$ cat src/rtl/uart_16550_tx_engine.sv
// 16550-style transmit path: TX holding FIFO, x16 baud prescaler and a 5-8 bit serialiser
// with optional/stick parity, 1/1.5/2 stop bits and break.
module uart_16550_tx_engine #(
  parameter int unsigned FIFO_DEPTH = 16,
  parameter int unsigned DIV_WIDTH  = 16,
  parameter int unsigned OVERSAMPLE = 16
) (
  input  logic                          clk,
  input  logic                          rst,
  input  logic                          wr_en,
  input  logic [7:0]                    wr_data,
  input  logic                          fifo_clr,
  input  logic [DIV_WIDTH-1:0]          divisor,
  input  logic [1:0]                    lcr_wls,
  input  logic                          lcr_stb,
  input  logic                          lcr_pen,
  input  logic                          lcr_eps,
  input  logic                          lcr_sp,
  input  logic                          lcr_bc,
  output logic                          txd,
  output logic                          thre,
  output logic                          temt,
  output logic [$clog2(FIFO_DEPTH):0]   fifo_count,
  output logic                          wr_overflow
);

  localparam int unsigned AW = $clog2(FIFO_DEPTH);
  localparam int unsigned CW = AW + 1;
  localparam int unsigned TW = $clog2(2 * OVERSAMPLE) > 0 ? $clog2(2 * OVERSAMPLE) : 1;

  localparam logic [TW-1:0] BitLast    = TW'(OVERSAMPLE - 1);
  localparam logic [TW-1:0] Stop15Last = TW'((3 * OVERSAMPLE) / 2 - 1);
  localparam logic [TW-1:0] Stop2Last  = TW'(2 * OVERSAMPLE - 1);

  typedef enum logic [2:0] {StIdle, StStart, StData, StParity, StStop} state_e;

  state_e               state_q, state_d;
  logic [7:0]           mem [FIFO_DEPTH];
  logic [AW-1:0]        wptr_q, wptr_d, rptr_q, rptr_d;
  logic [CW-1:0]        count_q, count_d;
  logic [DIV_WIDTH-1:0] presc_q, presc_d, div_q, div_d;
  logic [TW-1:0]        tcnt_q, tcnt_d;
  logic [2:0]           bit_q, bit_d;
  logic [7:0]           shreg_q, shreg_d;
  logic [1:0]           wls_q, wls_d;
  logic                 stb_q, stb_d, pen_q, pen_d, eps_q, eps_d, sp_q, sp_d;
  logic                 txd_q, txd_d, thre_q, thre_d, temt_q, temt_d, ovf_q, ovf_d;

  logic          full, push, pop, pop_ok, tick, bit_end, level, parity;
  logic [TW-1:0] stop_last, bit_last;
  logic [2:0]    nbits_last;
  logic [7:0]    data_mask;

  always_comb begin
    state_d = state_q;
    wptr_d  = wptr_q;
    rptr_d  = rptr_q;
    presc_d = presc_q;
    div_d   = div_q;
    tcnt_d  = tcnt_q;
    bit_d   = bit_q;
    shreg_d = shreg_q;
    wls_d   = wls_q;
    stb_d   = stb_q;
    pen_d   = pen_q;
    eps_d   = eps_q;
    sp_d    = sp_q;
    pop     = 1'b0;

    // Space is judged on the registered count only; a same-cycle pop does not make room.
    full   = (count_q == CW'(FIFO_DEPTH));
    push   = wr_en && !fifo_clr && !full;
    ovf_d  = wr_en && !fifo_clr && full;
    pop_ok = (count_q != '0) && (divisor != '0);

    // The working divisor is only reloaded at a prescaler wrap (or pop), so changes land cleanly.
    tick = (div_q != '0) && (presc_q == div_q - DIV_WIDTH'(1));
    if ((div_q == '0) || tick) begin
      presc_d = '0;
      div_d   = divisor;
    end else begin
      presc_d = presc_q + DIV_WIDTH'(1);
    end

    stop_last  = !stb_q ? BitLast : ((wls_q == 2'd0) ? Stop15Last : Stop2Last);
    bit_last   = (state_q == StStop) ? stop_last : BitLast;
    bit_end    = tick && (tcnt_q == bit_last);
    nbits_last = 3'(wls_q) + 3'd4;
    if (tick) begin
      tcnt_d = bit_end ? '0 : tcnt_q + TW'(1);
    end

    case (state_q)
      StIdle: begin
        if (pop_ok) pop = 1'b1;
      end
      StStart: begin
        if (bit_end) begin
          state_d = StData;
          bit_d   = '0;
        end
      end
      StData: begin
        if (bit_end) begin
          if (bit_q == nbits_last) state_d = pen_q ? StParity : StStop;
          else                     bit_d   = bit_q + 3'd1;
        end
      end
      StParity: begin
        if (bit_end) state_d = StStop;
      end
      StStop: begin
        if (bit_end) begin
          if (pop_ok) pop = 1'b1;
          else        state_d = StIdle;
        end
      end
      default: state_d = StIdle;
    endcase

    // Popping restarts bit timing and snapshots the line settings for the whole frame.
    if (pop) begin
      state_d = StStart;
      shreg_d = mem[rptr_q];
      rptr_d  = rptr_q + AW'(1);
      wls_d   = lcr_wls;
      stb_d   = lcr_stb;
      pen_d   = lcr_pen;
      eps_d   = lcr_eps;
      sp_d    = lcr_sp;
      presc_d = '0;
      div_d   = divisor;
      tcnt_d  = '0;
      bit_d   = '0;
    end

    if (push) wptr_d = wptr_q + AW'(1);
    count_d = count_q + CW'(push) - CW'(pop);
    if (fifo_clr) begin
      count_d = '0;
      wptr_d  = '0;
      rptr_d  = '0;
    end

    thre_d = (count_d == '0);
    temt_d = thre_d && (state_d == StIdle);

    data_mask = 8'hFF >> (2'd3 - wls_d);
    parity    = sp_d ? ~eps_d : ((^(shreg_d & data_mask)) ^ ~eps_d);
    case (state_d)
      StStart:  level = 1'b0;
      StData:   level = shreg_d[bit_d];
      StParity: level = parity;
      default:  level = 1'b1;
    endcase
    txd_d = lcr_bc ? 1'b0 : level;
  end

  always_ff @(posedge clk) begin
    if (push) mem[wptr_q] <= wr_data;
  end

  always_ff @(posedge clk) begin
    if (rst) begin
      state_q <= StIdle;
      wptr_q  <= '0;
      rptr_q  <= '0;
      count_q <= '0;
      presc_q <= '0;
      div_q   <= '0;
      tcnt_q  <= '0;
      bit_q   <= '0;
      shreg_q <= '0;
      wls_q   <= '0;
      stb_q   <= 1'b0;
      pen_q   <= 1'b0;
      eps_q   <= 1'b0;
      sp_q    <= 1'b0;
      txd_q   <= 1'b1;
      thre_q  <= 1'b1;
      temt_q  <= 1'b1;
      ovf_q   <= 1'b0;
    end else begin
      state_q <= state_d;
      wptr_q  <= wptr_d;
      rptr_q  <= rptr_d;
      count_q <= count_d;
      presc_q <= presc_d;
      div_q   <= div_d;
      tcnt_q  <= tcnt_d;
      bit_q   <= bit_d;
      shreg_q <= shreg_d;
      wls_q   <= wls_d;
      stb_q   <= stb_d;
      pen_q   <= pen_d;
      eps_q   <= eps_d;
      sp_q    <= sp_d;
      txd_q   <= txd_d;
      thre_q  <= thre_d;
      temt_q  <= temt_d;
      ovf_q   <= ovf_d;
    end
  end

  assign txd         = txd_q;
  assign thre        = thre_q;
  assign temt        = temt_q;
  assign fifo_count  = count_q;
  assign wr_overflow = ovf_q;

endmodule

$ cat config.mk
export PLATFORM = sky130hd
export DESIGN_NAME = uart_16550_tx_engine
export DESIGN_NICKNAME = d
export VERILOG_FILES = /design/src/rtl/uart_16550_tx_engine.sv
export SDC_FILE = /design/constraint.sdc
export NUM_CORES = 1
export LEC_CHECK = 0
export CORE_UTILIZATION = 42
export DETAILED_ROUTE_END_ITERATION = 10
export SETUP_SLACK_MARGIN = 0.1
export SLEW_MARGIN = 40
export SYNTH_ARGS = -nofsm -noshare
export SYNTH_HDL_FRONTEND = slang
export SYNTH_SLANG_ARGS = --single-unit
$ cat constraint.sdc
create_clock -name clk -period 4.35 [get_ports clk]
set_input_delay 0.6525 -clock clk [delete_from_list [all_inputs] [get_ports clk]]
set_output_delay 0.6525 -clock clk [all_outputs]
set_load 0.05 [all_outputs]
==> insert_results.sql, run 1 <==
INSERT INTO impl_metrics (metric_group, metric, value, unit) VALUES
('routing', 'detail-route-antenna-nets', '0', ''),
('worst_setup_path', 'critPathCaptureType', 'flop', ''),
('power', 'sequentialPowerShare', '36.7', '%'),
('power', 'irDropWorstVdd', '0.000323', 'V'),
('yosys', 'yosys.area.top_type', 'edfxtp_1', ''),
('power', 'post-layout-total-power', '6710', 'uW'),
('power', 'cell_internal_pwr', '4410', 'uW'),
('floorplan', 'initial_core_utilization', '42.9', '%'),
('yosys', 'ys_top_cells_by_count', 'edfxtp_1 (128), nor2_1 (97), dfxtp_1 (78)', ''),
('yosys', 'synth_area_leaders', 'edfxtp_1 (41%), dfxtp_1 (17%), mux4_2 (7.7%)', ''),
('yosys', 'synthesis.area', '9390', 'sq um'),
('routing', 'drc_viols', '0', ''),
('sta', 'relSlewSlack', '46.7', '%'),
('worst_setup_path', 'crit_arrival', '4.35', 'ns'),
('sta', 'max_clock_freq', '0.253', 'GHz'),
('yosys', 'netlist.area_leader.share', '40.9', '%'),
('power', 'power.share.switching', '34.3', '%'),
('floorplan', 'die_height', '152', 'um'),
('yosys', 'synthesis.instances', '750', ''),
('layout', 'num_antenna_cells', '0', ''),
('clocking', 'clock_tree.htree_level_count', '1', ''),
('placed_design', 'place_inst', '1062', ''),
('sta', 'min_period_over_period', '90.9', '%'),
('yosys', 'syn_nets', '801', ''),
('yosys', 'yosys_register_bits', '206', ''),
('sta', 'timing.clock.skew', '0.0132', 'ns'),
('global_route', 'first_global_vias', '6042', ''),
('yosys', 'synth_flop_cell', 'edfxtp_1', ''),
('sta', 'setup_violations', '0', ''),
('clocking', 'post_cts_hold_buffer_count', '0', ''),
('clocking', 'clk_pin_slew_worst_setup_hold_paths', '0.06', 'ns'),
('placed_design', 'final_hpwl_from_detailed_placement', '14.0', 'mm'),
('sta', 'rsz0062_at_grt', 'false', ''),
('floorplan', 'fp.coreArea', '21900', 'sq um'),
('job', 'max_cap_violations', '0', ''),
('sta', 'pin_slew_with_the_least_headroom_to_its_limit', '0.796', 'ns'),
('layout', 'finalCoreUtilization', '50.3', '%'),
('layout', 'drive_gt1_share', '16.1', '%'),
('worst_setup_path', 'critical_path_class', 'reg2reg', ''),
('power', 'total_leakage_power', '0.00376', 'uW'),
('routing', 'postRouteWirelength', '19.8', 'mm'),
('outcome', 'status', 'finished, final reports clean', ''),
('sta', 'totalNegativeSetupSlack', '0', 'ns'),
('global_route', 'grt_max_degree', '28', ''),
('yosys', 'synth_cell_type_count', '71', ''),
('floorplan', 'die_width', '152', 'um'),
('clocking', 'clockRootBuffer', 'clkbuf_16', ''),
('layout', 'stdcell_count', '1104', ''),
('yosys', 'avgSynthCellArea', '12.5', 'sq um'),
('sta', 'timing.final.max_slew_violations', '0', ''),
('clocking', 'clk_path_buf_depth', '3', ''),
('layout', 'multi_input_comb_area', '3880', 'sq um'),
('layout', 'area_growth', '17.4', '%'),
('worst_setup_path', 'critPathMaxFanout', '7', ''),
('floorplan', 'fp.dieArea', '23000', 'sq um'),
('routing', 'drt_first_iter_violations', '291', ''),
('clocking', 'cts_sinks', '206', ''),
('placed_design', 'globalplace.congestion', '0.884', ''),
('power', 'comb_power_share', '36.1', '%'),
('placed_design', 'portBuffers', '43', ''),
('yosys', 'synthArstFlopShare', '0', '%'),
('global_route', 'grt_use_total', '17.8', '%'),
('routing', 'dr.pass1.iters', '4', ''),
('routing', 'dr_total_vias', '6030', ''),
('clocking', 'tritoncts', 'yes', ''),
('worst_setup_path', 'reg2reg_slack', '0.40', 'ns'),
('clocking', 'insertion_delay_of_the_later_clocked_pin_in_the_worst_skew_pair', '0.52', 'ns'),
('power', 'power_density', '609', 'nW/um^2'),
('sta', 'hold_violations', '0', ''),
('worst_setup_path', 'critPathLaunchType', 'flop', ''),
('yosys', 'synth_sequential_area_ratio', '57.6', '%');
-- power by group through the flow --
| stage | combinational (uW) | clock [uW] | sequential (uW) |
|---|---|---|---|
| after floorplan | 1740 | 0 | 2490 |
| after global placement | 2290 | 0 | 2490 |
| after detailed placement | 2330 | 0 | 2500 |
| after CTS | 2340 | 1880 | 2460 |
| after global routing | 2670 | 1940 | 2490 |
| final | 2420 | 1820 | 2460 |
-- layout by cell type, fill, tap and decap left out, drive strengths merged, types with 22 or more instances in the layout --
cell	n
a21oi	22
buf	24
clkbuf	35
clkdlybuf4s50	43
dfxtp	78
edfxtp	128
mux2i	42
mux4	32
nand2	52
nand3	22
nor2	97
xnor2	32
xor2	29
-- routing by layer --
metal  global-route usage, %  routed length, um  vias to the layer above
met1                    22.5               8620                     2983
met5                       0                  0                        -
met2                    30.9               9870                      113
met4                    6.34                565                        0
met3                    2.72                789                       40
li1                        -                  -                     2894
-- path summary, 6_finish.rpt --
path | startpoint | to | cells after the start
hold reg to reg | sp_q | sp_q | 2
setup reg to reg | div_q[5] | temt | 19
hold / removal | sp_q | sp_q | 2
setup / recovery | div_q[5] | temt | 19
-- metrics by stage --
step / hold slack [ns] / setup slack, ns / area [sq um]
2_1_floorplan: 0.440 / 0.111 / 9390
3_3_place_gp: 0.457 / 0.181 / 10200
3_5_place_dp: 0.464 / 0.0423 / 10200
4_1_cts: 0.472 / 0.142 / 10900
5_1_grt: 0.504 / 0.153 / 11000
6_report: 0.476 / 0.395 / 11000
-- layout make-up --
| type | count | area share [%] |
|---|---|---|
| inverter | 16 | 0.545 |
| tap | 280 | 3.18 |
| clock buffer | 35 | 6.08 |
| sequential | 206 | 49.1 |
| timing repair buffer | 67 | 5.54 |
| multi-input combinational | 495 | 35.2 |
| clock inverter | 5 | 0.420 |
-- cell families (layout without fill, tap and decap cells) --
logic type | after synthesis | after routing | share of synthesized area (%)
AOI/OAI and AO/OA | 75 | 75 | 5.56
xor gates and xnor gates | 62 | 62 | 5.93
adders and majority gates | 16 | 16 | 2.21
buffers and inverters | 49 | 123 | 2.51
DFF | 206 | 206 | 57.6
muxes | 74 | 74 | 12.2
and+or+nand+nor | 268 | 268 | 14.1
-- timing repair --
item,in CTS,in global routing
setup endpoints to repair,0,4
resized for setup,0,15
setup buffers,0,2
-- worst max-delay path, cell delays in order (launching register included) --
cell	delay, ns
dfxtp_1	0.40
or3_4	0.40
or4_1	0.54
a32oi_2	0.27
mux2i_4	0.15
nor3_4	0.26
a21oi_2	0.11
inv_2	0.06
ha_1	0.21
inv_1	0.05
ha_1	0.15
inv_1	0.06
fa_1	0.41
inv_1	0.07
a21oi_1	0.05
nor2_1	0.08
nor2_1	0.05
xnor2_1	0.13
a41o_1	0.24
nor4b_2	0.15
-- registers in the layout, indices dropped and copies added (netlist names), 4 cells and up, named ones only --
| signal | flops |
|---|---|
| div_q | 16 |
| tcnt_q | 5 |
| rptr_q | 4 |
| presc_q | 16 |
| fifo_count | 5 |
| mem | 128 |
| shreg_q | 8 |
| wptr_q | 4 |
No activity file was read; power rests on OpenSTA's default activity.
==> inputs of run 2 (changes only) <==
- CELL_PAD_IN_SITES_DETAIL_PLACEMENT: unset -> 0
- CELL_PAD_IN_SITES_GLOBAL_PLACEMENT: unset -> 2
- CORE_UTILIZATION: 42 -> 38
- PLACE_DENSITY_LB_ADDON: unset -> 0.1
==> run 2 against run 1 <==
  * Die area is 10% higher
  * Largest cell class unchanged
  * Critical path type unchanged
  * Sequential power hardly changed
  * Setup slack worse by 0.039 ns
  * Routed wire length is 7.8% higher
==> insert_results.sql, run 2 (same netlist as run 1, synthesis figures left out) <==
INSERT INTO impl_metrics (metric_group, metric, value, unit) VALUES
('routing', 'routed_via_density', '5.18', ''),
('worst_setup_path', 'crit_arrival', '4.43', 'ns'),
('placed_design', 'final_hpwl_from_detailed_placement', '15.2', 'mm'),
('placed_design', 'globalplace.congestion', '0.880', ''),
('worst_setup_path', 'cpMostUsedCell', 'inv_1', ''),
('clocking', 'clk_pin_slew_worst_setup_hold_paths', '0.05', 'ns'),
('job', 'max_cap_violations', '0', ''),
('routing', 'avgRoutedWirePerCell', '18.6', 'um'),
('floorplan', 'fp.coreArea', '24200', 'sq um'),
('clocking', 'tritoncts.num_buffers', '24', ''),
('routing', 'postRouteWirelength', '21.4', 'mm'),
('floorplan', 'std_cell_rows', '57', ''),
('global_route', 'first_global_vias', '6207', ''),
('routing', 'dr.pass1.iters', '4', ''),
('layout', 'design.final.nets', '861', ''),
('sta', 'setup_violations', '0', ''),
('routing', 'wl_met3', '561', 'um'),
('routing', 'met2_wirelength', '10.7', 'mm'),
('worst_setup_path', 'critPathLaunchType', 'flop', ''),
('worst_setup_path', 'worstPathRequired', '4.78', 'ns'),
('sta', 'timing.final.max_slew_violations', '0', ''),
('power', 'power_density', '620', 'nW/um^2'),
('worst_setup_path', 'critical_path.cell_chain', 'or3_4 -> or4_4 -> a32oi_2 -> mux2i_4 -> nor3_1 -> buf_4 -> a21oi_2 -> inv_2 -> ha_1 -> inv_1 -> ha_1 -> inv_1 -> fa_2 -> inv_1 -> a21oi_1 -> nor2_1 -> nor2_1 -> xnor2_1 -> a41o_1 -> nor4b_2', ''),
('clocking', 'clockRootBuffer', 'clkbuf_16', ''),
('outcome', 'status', 'finished, final reports clean', ''),
('routing', 'detail-route-antenna-nets', '0', ''),
('worst_setup_path', 'cp_slowest_stage_delay', '0.53', 'ns'),
('global_route', 'global_route_overflow', '0', ''),
('layout', 'area_growth', '18.7', '%'),
('global_route', 'grt_max_degree', '38', ''),
('worst_setup_path', 'critical-path-slowest-cell', 'or4_4', ''),
('floorplan', 'initial_core_utilization', '38.7', '%'),
('layout', 'fillers', '2206', ''),
('layout', 'num_antenna_cells', '0', ''),
('sta', 'hold_slack', '0.471', 'ns'),
('sta', 'max_clock_freq', '0.250', 'GHz'),
('placed_design', 'instance_area_after_placement', '10300', 'sq um'),
('sta', 'timing.clock.skew', '0.0134', 'ns'),
('layout', 'finalCoreUtilization', '46.0', '%'),
('floorplan', 'die_width', '159', 'um'),
('sta', 'final.setup.worst_slack', '0.356', 'ns'),
('floorplan', 'fp.dieArea', '25300', 'sq um'),
('routing', 'drt_first_iter_violations', '332', ''),
('worst_setup_path', 'worst_path_buf_inv', '5', ''),
('routing', 'topmost_layer_with_routed_signal_wires', 'met4', ''),
('layout', 'layout.cells.most_common', 'edfxtp_1', ''),
('hold_path', 'hold_class', 'reg2reg', ''),
('sta', 'post-route-min-period', '3.99', 'ns'),
('power', 'post-layout-total-power', '6910', 'uW'),
('worst_setup_path', 'critical_path_class', 'reg2reg', ''),
('sta', 'pin_slew_with_the_least_headroom_to_its_limit', '0.823', 'ns'),
('layout', 'number_of_flip_flops_under_the_largest_register_name', '128', ''),
('layout', 'reg.largest.list', 'mem x128, div_q x16, presc_q x16', ''),
('sta', 'rsz0062_at_grt', 'false', ''),
('routing', 'dr_total_vias', '5965', ''),
('layout', 'highest_count_cells_in_the_layout_ignoring_fill_and_taps', 'edfxtp_1 (128), nor2_1 (86), dfxtp_1 (73)', ''),
('layout', 'drive_gt1_share', '16.8', '%'),
('sta', 'min_period_over_period', '91.8', '%'),
('clocking', 'insertion_delay_of_the_later_clocked_pin_in_the_worst_skew_pair', '0.53', 'ns'),
('clocking', 'cts_sinks', '206', ''),
('global_route', 'grt_pass1_wl', '34.3', 'mm'),
('routing', 'drt-met1-wl', '9.58', 'mm'),
('routing', 'drc_viols', '0', ''),
('floorplan', 'die_height', '159', 'um'),
('power', 'total_leakage_power', '0.00379', 'uW'),
('clocking', 'clock_tree.htree_level_count', '1', ''),
('clocking', 'tritoncts', 'yes', ''),
('sta', 'relSlewSlack', '44.9', '%'),
('placed_design', 'portBuffers', '43', ''),
('floorplan', 'io-pin-count', '44', ''),
('global_route', 'grt_use_total', '17.2', '%'),
('layout', 'top_register', 'mem', ''),
('clocking', 'post_cts_hold_buffer_count', '0', ''),
('clocking', 'clk_path_buf_depth', '3', ''),
('worst_setup_path', 'critPathCaptureType', 'flop', ''),
('layout', 'post-route-cell-area', '11100', 'sq um'),
('worst_setup_path', 'critPathMaxFanout', '8', ''),
('placed_design', 'place_ws', '-0.103', 'ns'),
('worst_setup_path', 'critical-path-top-delay-family', 'simple AND/OR/NAND/NOR gates', ''),
('global_route', 'number_of_antenna_violations_at_the_first_check_in_global_routing', '0', ''),
('power', 'irDropWorstVdd', '0.000386', 'V'),
('sta', 'hold_violations', '0', '');
-- run 2: cell count changes in the layout (fill, tap and decap cells not counted), moves of 2 or more --
| cell | previous run | this run |
|---|---|---|
| clkinv_1 | 0 | 2 |
| dfxtp_1 | 76 | 73 |
| nor4_2 | 2 | 0 |
| or4_1 | 3 | 0 |
| clkinv_2 | 3 | 5 |
| nor3_4 | 4 | 1 |
| dfxtp_2 | 2 | 5 |
| bufinv_16 | 0 | 2 |
| clkbuf_8 | 5 | 2 |
| or4_4 | 1 | 4 |
| nor3_2 | 0 | 2 |
-- run 2: tightest hold or removal path, delay by kind of cell, from the launching register on --
family | cells | cell delay, ns
and+or+nand+nor | 1 | 0.06
DFF | 1 | 0.32
AOI/OAI and AO/OA | 1 | 0.05
-- run 2: power breakdown --
group,internal (uW),total (uW),switching [uW]
clock,1180,1980,802
combinational,1130,2490,1360
sequential,2240,2440,202
total,4540,6910,2370
-- run 2: final timing paths --
path,from,end,slack [ns],cells past startpoint
setup / recovery,div_q[3],temt,0.36,20
hold / removal,sp_q,sp_q,0.47,2
setup reg to reg,div_q[3],temt,0.36,20
hold reg to reg,sp_q,sp_q,0.47,2
-- run 2: timing repair --
| action | in CTS | in global routing |
|---|---|---|
| setup buffers | 0 | 1 |
| setup endpoints to repair | 0 | 2 |
| resized for setup | 0 | 18 |
-- run 2: stage by stage --
stage          std cells   TNS [ns]
2_1_floorplan        750          0
3_3_place_gp        1107  -0.000353
3_5_place_dp        1107     -0.103
4_1_cts             1150          0
5_1_grt             1151          0
6_report            1151          0
-- run 2: metal layers --
| metal | up-vias | GRT usage (%) |
|---|---|---|
| met5 | - | 0 |
| met4 | 0 | 5.46 |
| met3 | 40 | 2.71 |
| met2 | 69 | 30.0 |
| met1 | 2964 | 21.8 |
| li1 | 2892 | - |
-- run 2: final cells by class --
type | instances | area [sq um] | share of cell area, %
clock buffers | 32 | 651 | 5.84
clock inverters | 11 | 131 | 1.18
inverters | 16 | 60.1 | 0.539
multi-input cells | 495 | 3860 | 34.7
flip-flops and latches | 206 | 5410 | 48.6
well taps | 324 | 405 | 3.64
repair buffers | 67 | 623 | 5.59
